**src/rtl/ts_pkg.sv**
```systemverilog
// rtl/ts_pkg.sv - shared TS constants, scheduler state type and null packet byte generator
package ts_pkg;

   localparam logic [7:0]  TS_SYNC_BYTE = 8'h47;
   localparam int          TS_PKT_LEN   = 188;
   localparam logic [12:0] NULL_PID     = 13'h1FFF;
   localparam logic [2:0]  SRC_NULL     = 3'd4;

   typedef enum logic [1:0] {ARB, READ, NULL, GAP} sched_state_t;

   // Null packet: sync, PID 0x1FFF, payload-only with CC=0, then 0xFF stuffing.
   function automatic logic [7:0] null_byte(input int unsigned idx);
      case (idx)
         0:       null_byte = TS_SYNC_BYTE;
         1:       null_byte = {3'b000, NULL_PID[12:8]};
         2:       null_byte = NULL_PID[7:0];
         3:       null_byte = 8'h10;
         default: null_byte = 8'hFF;
      endcase
   endfunction

endpackage

```
**src/rtl/rr_arbiter4.sv**
```systemverilog
// rtl/rr_arbiter4.sv - combinational 4-way round-robin arbiter, search starts after the last grant
module rr_arbiter4 (
   input  logic [3:0] req,
   input  logic [1:0] last,
   output logic [3:0] grant,
   output logic [1:0] idx,
   output logic       valid
);

   logic [1:0] cand;

   always_comb begin
      grant = 4'b0000;
      idx   = last;
      valid = 1'b0;
      cand  = last;
      // i = 4 wraps back to last itself, so it is considered last.
      for (int i = 1; i <= 4; i++) begin
         cand = last + 2'(i);
         if (!valid && req[cand]) begin
            valid = 1'b1;
            idx   = cand;
            grant = 4'b0001 << cand;
         end
      end
   end

endmodule

```
**src/rtl/ts_packet_scheduler.sv**
```systemverilog
// rtl/ts_packet_scheduler.sv - packet-level round-robin scheduler for the 4-input TS mux
module ts_packet_scheduler
   import ts_pkg::*;
#(
   parameter int PKT_LEN    = TS_PKT_LEN,
   parameter int GAP_CYCLES = 0,
   parameter int N_SRC      = 4
) (
   input  logic        CLK,
   input  logic        RST,
   input  logic [3:0]  GOT_FULL_PACKET,
   input  logic [31:0] DATA_IN_BUS,
   input  logic [3:0]  ENABLE,
   input  logic        NULL_ENA,
   output logic [3:0]  RD_REQ,
   output logic [7:0]  DATA_OUT,
   output logic        D_VALID_OUT,
   output logic        P_SYNC_OUT,
   output logic [2:0]  SRC_SEL,
   output logic        SYNC_ERR,
   output logic        BUSY
);

   localparam int SEL_W = $clog2(N_SRC);
   localparam int CNT_W = $clog2(PKT_LEN);
   localparam int GAP_W = (GAP_CYCLES > 1) ? $clog2(GAP_CYCLES) : 1;
   localparam logic [CNT_W-1:0] CNT_LAST = CNT_W'(PKT_LEN - 1);
   localparam logic [GAP_W-1:0] GAP_LAST = GAP_W'(GAP_CYCLES - 1);

   sched_state_t     state;
   logic [CNT_W-1:0] byte_cnt;
   logic [GAP_W-1:0] gap_cnt;
   logic [SEL_W-1:0] sel;
   logic [SEL_W-1:0] last_sel;

   logic [3:0]       arb_grant;
   logic [1:0]       arb_idx;
   logic             arb_valid;

   logic             s1_valid;
   logic             s1_first;
   logic             s1_null;
   logic [SEL_W-1:0] s1_sel;
   logic [7:0]       s1_null_byte;
   logic [7:0]       src_byte;

   rr_arbiter4 u_arb (
      .req   (GOT_FULL_PACKET & ENABLE),
      .last  (last_sel),
      .grant (arb_grant),
      .idx   (arb_idx),
      .valid (arb_valid)
   );

   assign BUSY     = (state != ARB);
   assign src_byte = DATA_IN_BUS[{s1_sel, 3'b000} +: 8];

   always_ff @(posedge CLK or negedge RST) begin
      if (!RST) begin
         state    <= ARB;
         byte_cnt <= '0;
         gap_cnt  <= '0;
         sel      <= '0;
         last_sel <= SEL_W'(3);
         RD_REQ   <= 4'b0000;
      end else begin
         case (state)
            ARB: begin
               byte_cnt <= '0;
               if (arb_valid) begin
                  sel      <= arb_idx;
                  last_sel <= arb_idx;
                  RD_REQ   <= arb_grant;
                  state    <= READ;
               end else if (NULL_ENA) begin
                  state <= NULL;
               end
            end
            READ, NULL: begin
               if (byte_cnt == CNT_LAST) begin
                  byte_cnt <= '0;
                  RD_REQ   <= 4'b0000;
                  state    <= (GAP_CYCLES == 0) ? ARB : GAP;
               end else begin
                  byte_cnt <= byte_cnt + 1'b1;
               end
            end
            GAP: begin
               if (gap_cnt == GAP_LAST) begin
                  gap_cnt <= '0;
                  state   <= ARB;
               end else begin
                  gap_cnt <= gap_cnt + 1'b1;
               end
            end
            default: state <= ARB;
         endcase
      end
   end

   // Stage 1 lines up with the cycle the FIFO presents the byte requested one cycle earlier.
   always_ff @(posedge CLK or negedge RST) begin
      if (!RST) begin
         s1_valid     <= 1'b0;
         s1_first     <= 1'b0;
         s1_null      <= 1'b0;
         s1_sel       <= '0;
         s1_null_byte <= 8'h00;
         DATA_OUT     <= 8'h00;
         D_VALID_OUT  <= 1'b0;
         P_SYNC_OUT   <= 1'b0;
         SRC_SEL      <= 3'd0;
         SYNC_ERR     <= 1'b0;
      end else begin
         s1_valid     <= (state == READ) || (state == NULL);
         s1_first     <= (byte_cnt == '0);
         s1_null      <= (state == NULL);
         s1_sel       <= sel;
         s1_null_byte <= null_byte(32'(byte_cnt));

         D_VALID_OUT  <= s1_valid;
         P_SYNC_OUT   <= s1_valid && s1_first;
         SYNC_ERR     <= s1_valid && s1_first && !s1_null && (src_byte != TS_SYNC_BYTE);
         if (s1_valid) begin
            DATA_OUT <= s1_null ? s1_null_byte : src_byte;
            SRC_SEL  <= s1_null ? SRC_NULL : 3'(s1_sel);
         end
      end
   end

endmodule
```
**config.mk**
```make
export PLATFORM = sky130hd
export DESIGN_NAME = ts_packet_scheduler
export DESIGN_NICKNAME = d
export VERILOG_FILES = /design/src/rtl/ts_pkg.sv /design/src/rtl/rr_arbiter4.sv /design/src/rtl/ts_packet_scheduler.sv
export SDC_FILE = /design/constraint.sdc
export NUM_CORES = 1
export LEC_CHECK = 0
export ABC_AREA = 0
export CORE_ASPECT_RATIO = 1.4
export CORE_MARGIN = 5
export CORE_UTILIZATION = 35
export CTS_BUF_LIST = sky130_fd_sc_hd__clkbuf_4
export CTS_CLUSTER_SIZE = 14
export DETAILED_ROUTE_END_ITERATION = 16
export PLACE_DENSITY = 0.6
export SETUP_SLACK_MARGIN = 0.15
export SYNTH_ARGS = -nofsm -noshare
export SYNTH_HDL_FRONTEND = slang
export SYNTH_SLANG_ARGS = --single-unit
```
**constraint.sdc**
```tcl
create_clock -name CLK -period 5.1 [get_ports CLK]
set_input_delay 0.51 -clock CLK [delete_from_list [all_inputs] [get_ports CLK]]
set_output_delay 0.51 -clock CLK [all_outputs]
set_load 0.1 [all_outputs]
```
Yosys cells after proc, flatten, opt, wreduce, memory -nomap -nowiden
Index checks and enable logic that the tools add are counted.
Word-level totals
  register bits: 46
  input bits: 43
  output and inout bits: 19
  word-level logic and storage cells: 95
Cells by class
  add/sub/neg operators: 5
  magnitude comparators: 4
  eq/ne operators: 11
  shift operators: 5
  muxes and demuxes: 34
  bitwise gates (word level): 1
  reduce and logical (&&, ||, !) cells: 19
Operator list (count)
  32-bit by 6-bit variable part select with 8-bit output: 1
  4-bit two-way mux: 6
  8-bit case mux with 3 select lines: 1
  2-bit two-way mux: 8
  8-bit two-way mux: 2
  8-bit case mux with 2 select lines: 1
  1-bit by 2-bit left shift with 4-bit output, first input constant: 4
  2-bit by 3-bit less-than comparator with 1-bit output, second input constant: 4
  1-bit two-way mux: 9
  8-bit by 1-bit adder with 8-bit output, second input constant: 1
  1-bit binary-select mux with 2-bit select: 4
  8-bit by 1-bit == test with 1-bit output, second input constant: 1
  8-bit by 2-bit == test with 1-bit output, second input constant: 1
  8-bit == test, second input constant: 1
  8-bit logical NOT: 1
  8-bit by 7-bit != test with 1-bit output, second input constant: 1
  4-bit case mux with 2 select lines: 1
  1-bit logical AND: 6
  2-bit != test, second input constant: 3
  2-bit case mux with 3 select lines: 1
  3-bit AND reduction: 2
  2-bit adder, second input constant: 2
  4-bit AND: 1
  2-bit == test, second input constant: 2
  11 further kinds: 15

Depth between registers and ports, before layout
  word-level depth: 15
  mapped depth: 7
  depth with buffers taken out: 7

Hierarchy
A second synthesis with hierarchy kept.
Second synthesis, totals
  cell total of the unflattened synthesis: 242
  area, all modules: 2596.2 µm²
By module, submodules not included
  ts_packet_scheduler: instances 1, cells each 184, area each 2113.3 µm², sequential area each 1078.5 µm²
  rr_arbiter4: instances 1, cells each 58, area each 483.0 µm², sequential area each 0.0 µm²

Worst setup path before layout
OpenSTA, ideal clock, no wires.
  kind: register -> register
  from: register last_sel[0]
  to: register RD_REQ[2]
  library setup time: 0.090 ns
  arrival: 2.061 ns
  required time: 5.010 ns
  setup slack: 2.949 ns
  cell stages (with the launch flop): 8
  buffers on the path: 0
  clock period less this slack: 2.151 ns
  path through: dfstp_2 > inv_1 > ha_1 > or3_2 > nand3_1 > o311a_4 > a222oi_1 > o221ai_1
On the way
  cells in the longest elaborated chain, start to end: 15
  elaborated cells between the ends (all ways): 33
  classes of those cells: add/sub: 3; eq/ne: 1; shift: 4; mux: 18; reduce/logical: 7
Ends and longest elaborated chain
  from (decl): RTL line ts_packet_scheduler.sv:34  | logic [SEL_W-1:0] last_sel;
  from (signal assigned): RTL line ts_packet_scheduler.sv:72  | last_sel <= arb_idx;
  2-bit by 1-bit adder with 2-bit output: RTL line rr_arbiter4.sv:19  | cand = last + 2'(i);
  1-bit binary-select mux with 2-bit select: RTL line rr_arbiter4.sv:20  | if (!valid && req[cand]) begin
  1-bit two-way mux (implied by the code): RTL line rr_arbiter4.sv:20
  1-bit two-way mux: RTL line rr_arbiter4.sv:20
  1-bit logical NOT: RTL line rr_arbiter4.sv:20
  1-bit logical AND: RTL line rr_arbiter4.sv:20
  1-bit two-way mux: RTL line rr_arbiter4.sv:20
  1-bit logical NOT: RTL line rr_arbiter4.sv:20
  1-bit logical AND: RTL line rr_arbiter4.sv:20
  1-bit two-way mux: RTL line rr_arbiter4.sv:20
  1-bit logical NOT: RTL line rr_arbiter4.sv:20
  1-bit logical AND: RTL line rr_arbiter4.sv:20
  4-bit two-way mux or 1-bit two-way mux (tied branches): RTL line rr_arbiter4.sv:20
  4-bit two-way mux or 2-bit != test (tied branches)
  4-bit case mux with 2 select lines or 3-bit AND reduction (tied branches)
  to (signal assigned): RTL line ts_packet_scheduler.sv:73  | RD_REQ <= arb_grant;
  to (decl): RTL line ts_packet_scheduler.sv:15  | output logic [3:0] RD_REQ,
Parallel ways exist; a longest one is shown, timed or not. The select of a mux whose other input is x is not followed.
A chain may end at the register's enable or synchronous reset.

Worst setup path after layout
  from: register state[0]
  to: output port BUSY
On the way
  cells in the longest elaborated chain, start to end: 1
Ends and longest elaborated chain
  from (decl): RTL line ts_packet_scheduler.sv:30  | sched_state_t state;
  from (signal assigned): RTL line ts_packet_scheduler.sv:83  | state <= (GAP_CYCLES == 0) ? ARB : GAP;
  2-bit nonzero test: RTL line ts_packet_scheduler.sv:55  | assign BUSY = (state != ARB);
  to (decl): RTL line ts_packet_scheduler.sv:21  | output logic BUSY
Every way passes these cells.

==> qor.csv <==
stage,metric,value,unit
critical_path,cp_data_arrival_time,2.34,ns
synth,synth_nets,287,
global_routing,gr-total-overflow,0,
global_routing,grt_use_total,0.134,
power,power_density,681,nW/µm²
placement,dp_slack,2.58,ns
timing,worst_slack,2.25,ns
placement,place_hpwl,4350,µm
floorplan,die-area,8750,µm²
clock_tree,path_clk_slew,0.14,ns
placement,port_buffers,61,
synth,synth_area,2440,µm²
timing,rsz0062_at_grt,no,
routing,drtPass1Iterations,6,
routing,drt_iter0_markers,99,
timing,fmax,351,MHz
routing,drc,0,
layout,fin_area,3190,µm²
clock_tree,cts_resized,0,
routing,ant_nets,0,
layout,areaGrowthSynthToFinish,31.0,%
floorplan,coreArea,6890,µm²
synth,avgSynthCellArea,10.5,µm²
job,cap_viol_max_count,0,
timing,worst_slew_pin_slew,0.999,ns
clock_tree,cts_post_setup_buffers_inserted,0,
critical_path,path_max_fanout,5,
clock_tree,clk_path_buf_depth,2,
floorplan,die_w,80.5,µm
synth,synth_ff_type,dfrtp_1,
clock_tree,cts_inserted_buffers,5,
clock_tree,insertion_delay,0.36,ns
floorplan,die_h,109,µm
critical_path,setup.worst_path.end_class,output port,
synth,synth_edf_count,0,
clock_tree,cts_sinks,43,
power,peakVddDrop,478,µV
synth,synth_warnings,0,
floorplan,num_rows,36,
timing,fin_setup_tns,0,ns
layout,fillers,664,
routing,dr_total_vias,2001,
global_routing,grt_max_degree,44,
synth,async_flop_share,1.00,
routing,wirelength,5670,µm
clock_tree,cts_root_buf,clkbuf_4,
clock_tree,cts_tree,done,
floorplan,io_pins,62,
status,outcome,finished clean,
global_routing,antenna_found_initial,0,
synth,synth_cell_types,50,
power,p_leak,1.28,nW
timing,hold_viol,0,
placement,gp_congestion,0.839,
clock_tree,htree_levels,2,
layout,fin_nets,348,
layout,n_antenna_cell,0,
routing,wl_per_cell,14.5,µm
synth,ys_seq_area_frac,0.443,
timing,fin_crit,2.85,ns
timing,skew,0.00829,ns
critical_path,critPathKind,reg2out,
timing,setup-violations-final,0,
worst_hold_path,hold_class,in2async,
global_routing,grt_pass1_wl,9230,µm
clock_tree,holdBufCountCts,0,
timing,max-slew-margin-rel,0.332,
critical_path,start_kind,flip-flop,
timing,report.final.slew_viol_count,0,
routing,via_per_inst,5.13,
layout,drive_gt1_frac,0.108,
placement,dpl_cell_area,3130,µm²
synth,ys_ff_latch,43,
critical_path,cp.required,4.59,ns
floorplan,start_util,0.353,
timing,min_period_over_period,0.558,
synth,syn_inst,233,
global_routing,grt_pass1_vias,1935,
-- Yosys cell counts (3+ instances only) --
cell type	number	area, µm²
nand3_1	10	50.1
o21ai_0	13	65.1
xor2_1	3	26.3
a222oi_1	4	40.0
nand2_1	23	86.3
nor3_1	7	35.0
and2_1	6	37.5
or2_2	3	18.8
ha_1	11	138
mux2i_1	8	80.1
mux4_2	10	225
nor2_1	18	67.6
inv_1	15	56.3
dfrtp_1	41	1030
o221ai_1	4	35.0
nand2b_1	4	25.0
buf_1	3	11.3
a21oi_1	10	50.1
xnor2_1	3	26.3
-- flip-flops by register name, summed over array words and instances (netlist names) --
signal        flops
DATA_OUT          8
gap_cnt           1
byte_cnt          8
last_sel          2
D_VALID_OUT       1
RD_REQ            4
s1_first          1
SRC_SEL           3
sel               2
s1_null_byte      5
s1_valid          1
s1_sel            2
s1_null           1
P_SYNC_OUT        1
state             2
SYNC_ERR          1
-- final cells by class --
class,count,area [µm²],share of cell area
Clock inverter,3,23.8,0.00745
Clock buffer,5,37.5,0.0118
Timing Repair Buffer,61,606,0.190
Tap cell,95,119,0.0373
Inverter,15,56.3,0.0176
Sequential cell,43,1080,0.338
Multi-Input combinational cell,168,1270,0.398
-- worst max-delay path, cell delays in order (launching register included) --
cell	delay (ns)
dfrtp_1	0.40
inv_1	0.08
ha_1	0.25
inv_1	0.11
clkdlybuf4s50_1	1.14
-- placed cells by master, fill, tap and decap left out, types with 2 or more instances in the layout --
| cell type | n |
|---|---|
| clkinvlp_4 | 2 |
| a222oi_1 | 4 |
| ha_1 | 11 |
| dfrtp_1 | 41 |
| xnor2_1 | 3 |
| a21oi_1 | 10 |
| or2_2 | 3 |
| nor2_1 | 18 |
| xor2_1 | 3 |
| mux4_2 | 10 |
| nand2_1 | 23 |
| nor3_1 | 7 |
| mux2i_1 | 8 |
| dfstp_2 | 2 |
| and3_1 | 2 |
| a32o_1 | 2 |
| o31ai_1 | 2 |
| and2_1 | 6 |
| inv_1 | 15 |
| o21ai_0 | 13 |
| clkdlybuf4s50_1 | 60 |
| nand3b_1 | 2 |
| o221ai_1 | 4 |
| nand3_1 | 10 |
| clkbuf_4 | 5 |
| nand2b_1 | 4 |
-- metrics by stage --
stage | utilization | instances | hold WS [ns] | total power (W)
2_1_floorplan | - | 233 | 0.214 | 0.00168
3_3_place_gp | 0.454 | 382 | 0.368 | 0.00200
3_5_place_dp | 0.454 | 382 | 0.373 | 0.00201
4_1_cts | 0.463 | 390 | 0.302 | 0.00219
5_1_grt | 0.463 | 390 | 0.358 | 0.00232
6_report | 0.463 | 390 | 0.271 | 0.00217
-- worst paths after layout --
check / start / to / slack (ns) / depth (start not counted)
worst max-delay path: state[0]$_DFFE_PN0P_ / BUSY / 2.25 / 4
worst min-delay path: RST / sel[0]$_DFFE_PN0P_ / 0.27 / 1
worst max register to register: last_sel[0]$_DFFE_PN1P_ / RD_REQ[1]$_DFFE_PN0P_ / 2.58 / 7
worst min register to register: sel[0]$_DFFE_PN0P_ / s1_sel[0]$_DFF_PN0_ / 0.41 / 0
max in group asynchronous: RST / SYNC_ERR$_DFF_PN0_ / 4.25 / 1
min in group CLK: sel[0]$_DFFE_PN0P_ / s1_sel[0]$_DFF_PN0_ / 0.41 / 0
-- logic make-up (layout without fill, tap and decap cells) --
group           after synthesis  in the layout  synth area share
fa+ha+maj                    11             11            0.0565
flops                        43             43             0.443
simple gates                 86             86             0.176
buf+inv                      22             84            0.0360
xor+xnor                      6              6            0.0216
mux                          19             19             0.130
compound gates               46             46             0.138
-- power breakdown --
group          leakage [nW]  switching, W  total [W]  internal (W)
Clock                0.0278      0.000123   0.000178     0.0000554
Sequential            0.528      0.000151   0.000636      0.000486
Combinational         0.726      0.000913    0.00136      0.000447
-- per-layer routing --
| layer | part of all wire | vias to the layer above | wire, µm | track usage |
|---|---|---|---|---|
| li1 | - | 969 | - | - |
| met2 | 0.48 | 93 | 2710 | 0.228 |
| met1 | 0.42 | 932 | 2380 | 0.160 |
| met3 | 0.084 | 7 | 479 | 0.0331 |
| met4 | 0.018 | 0 | 104 | 0.0519 |
| met5 | 0 | - | 0 | 0 |
No activity file was read; power rests on OpenSTA's default activity.
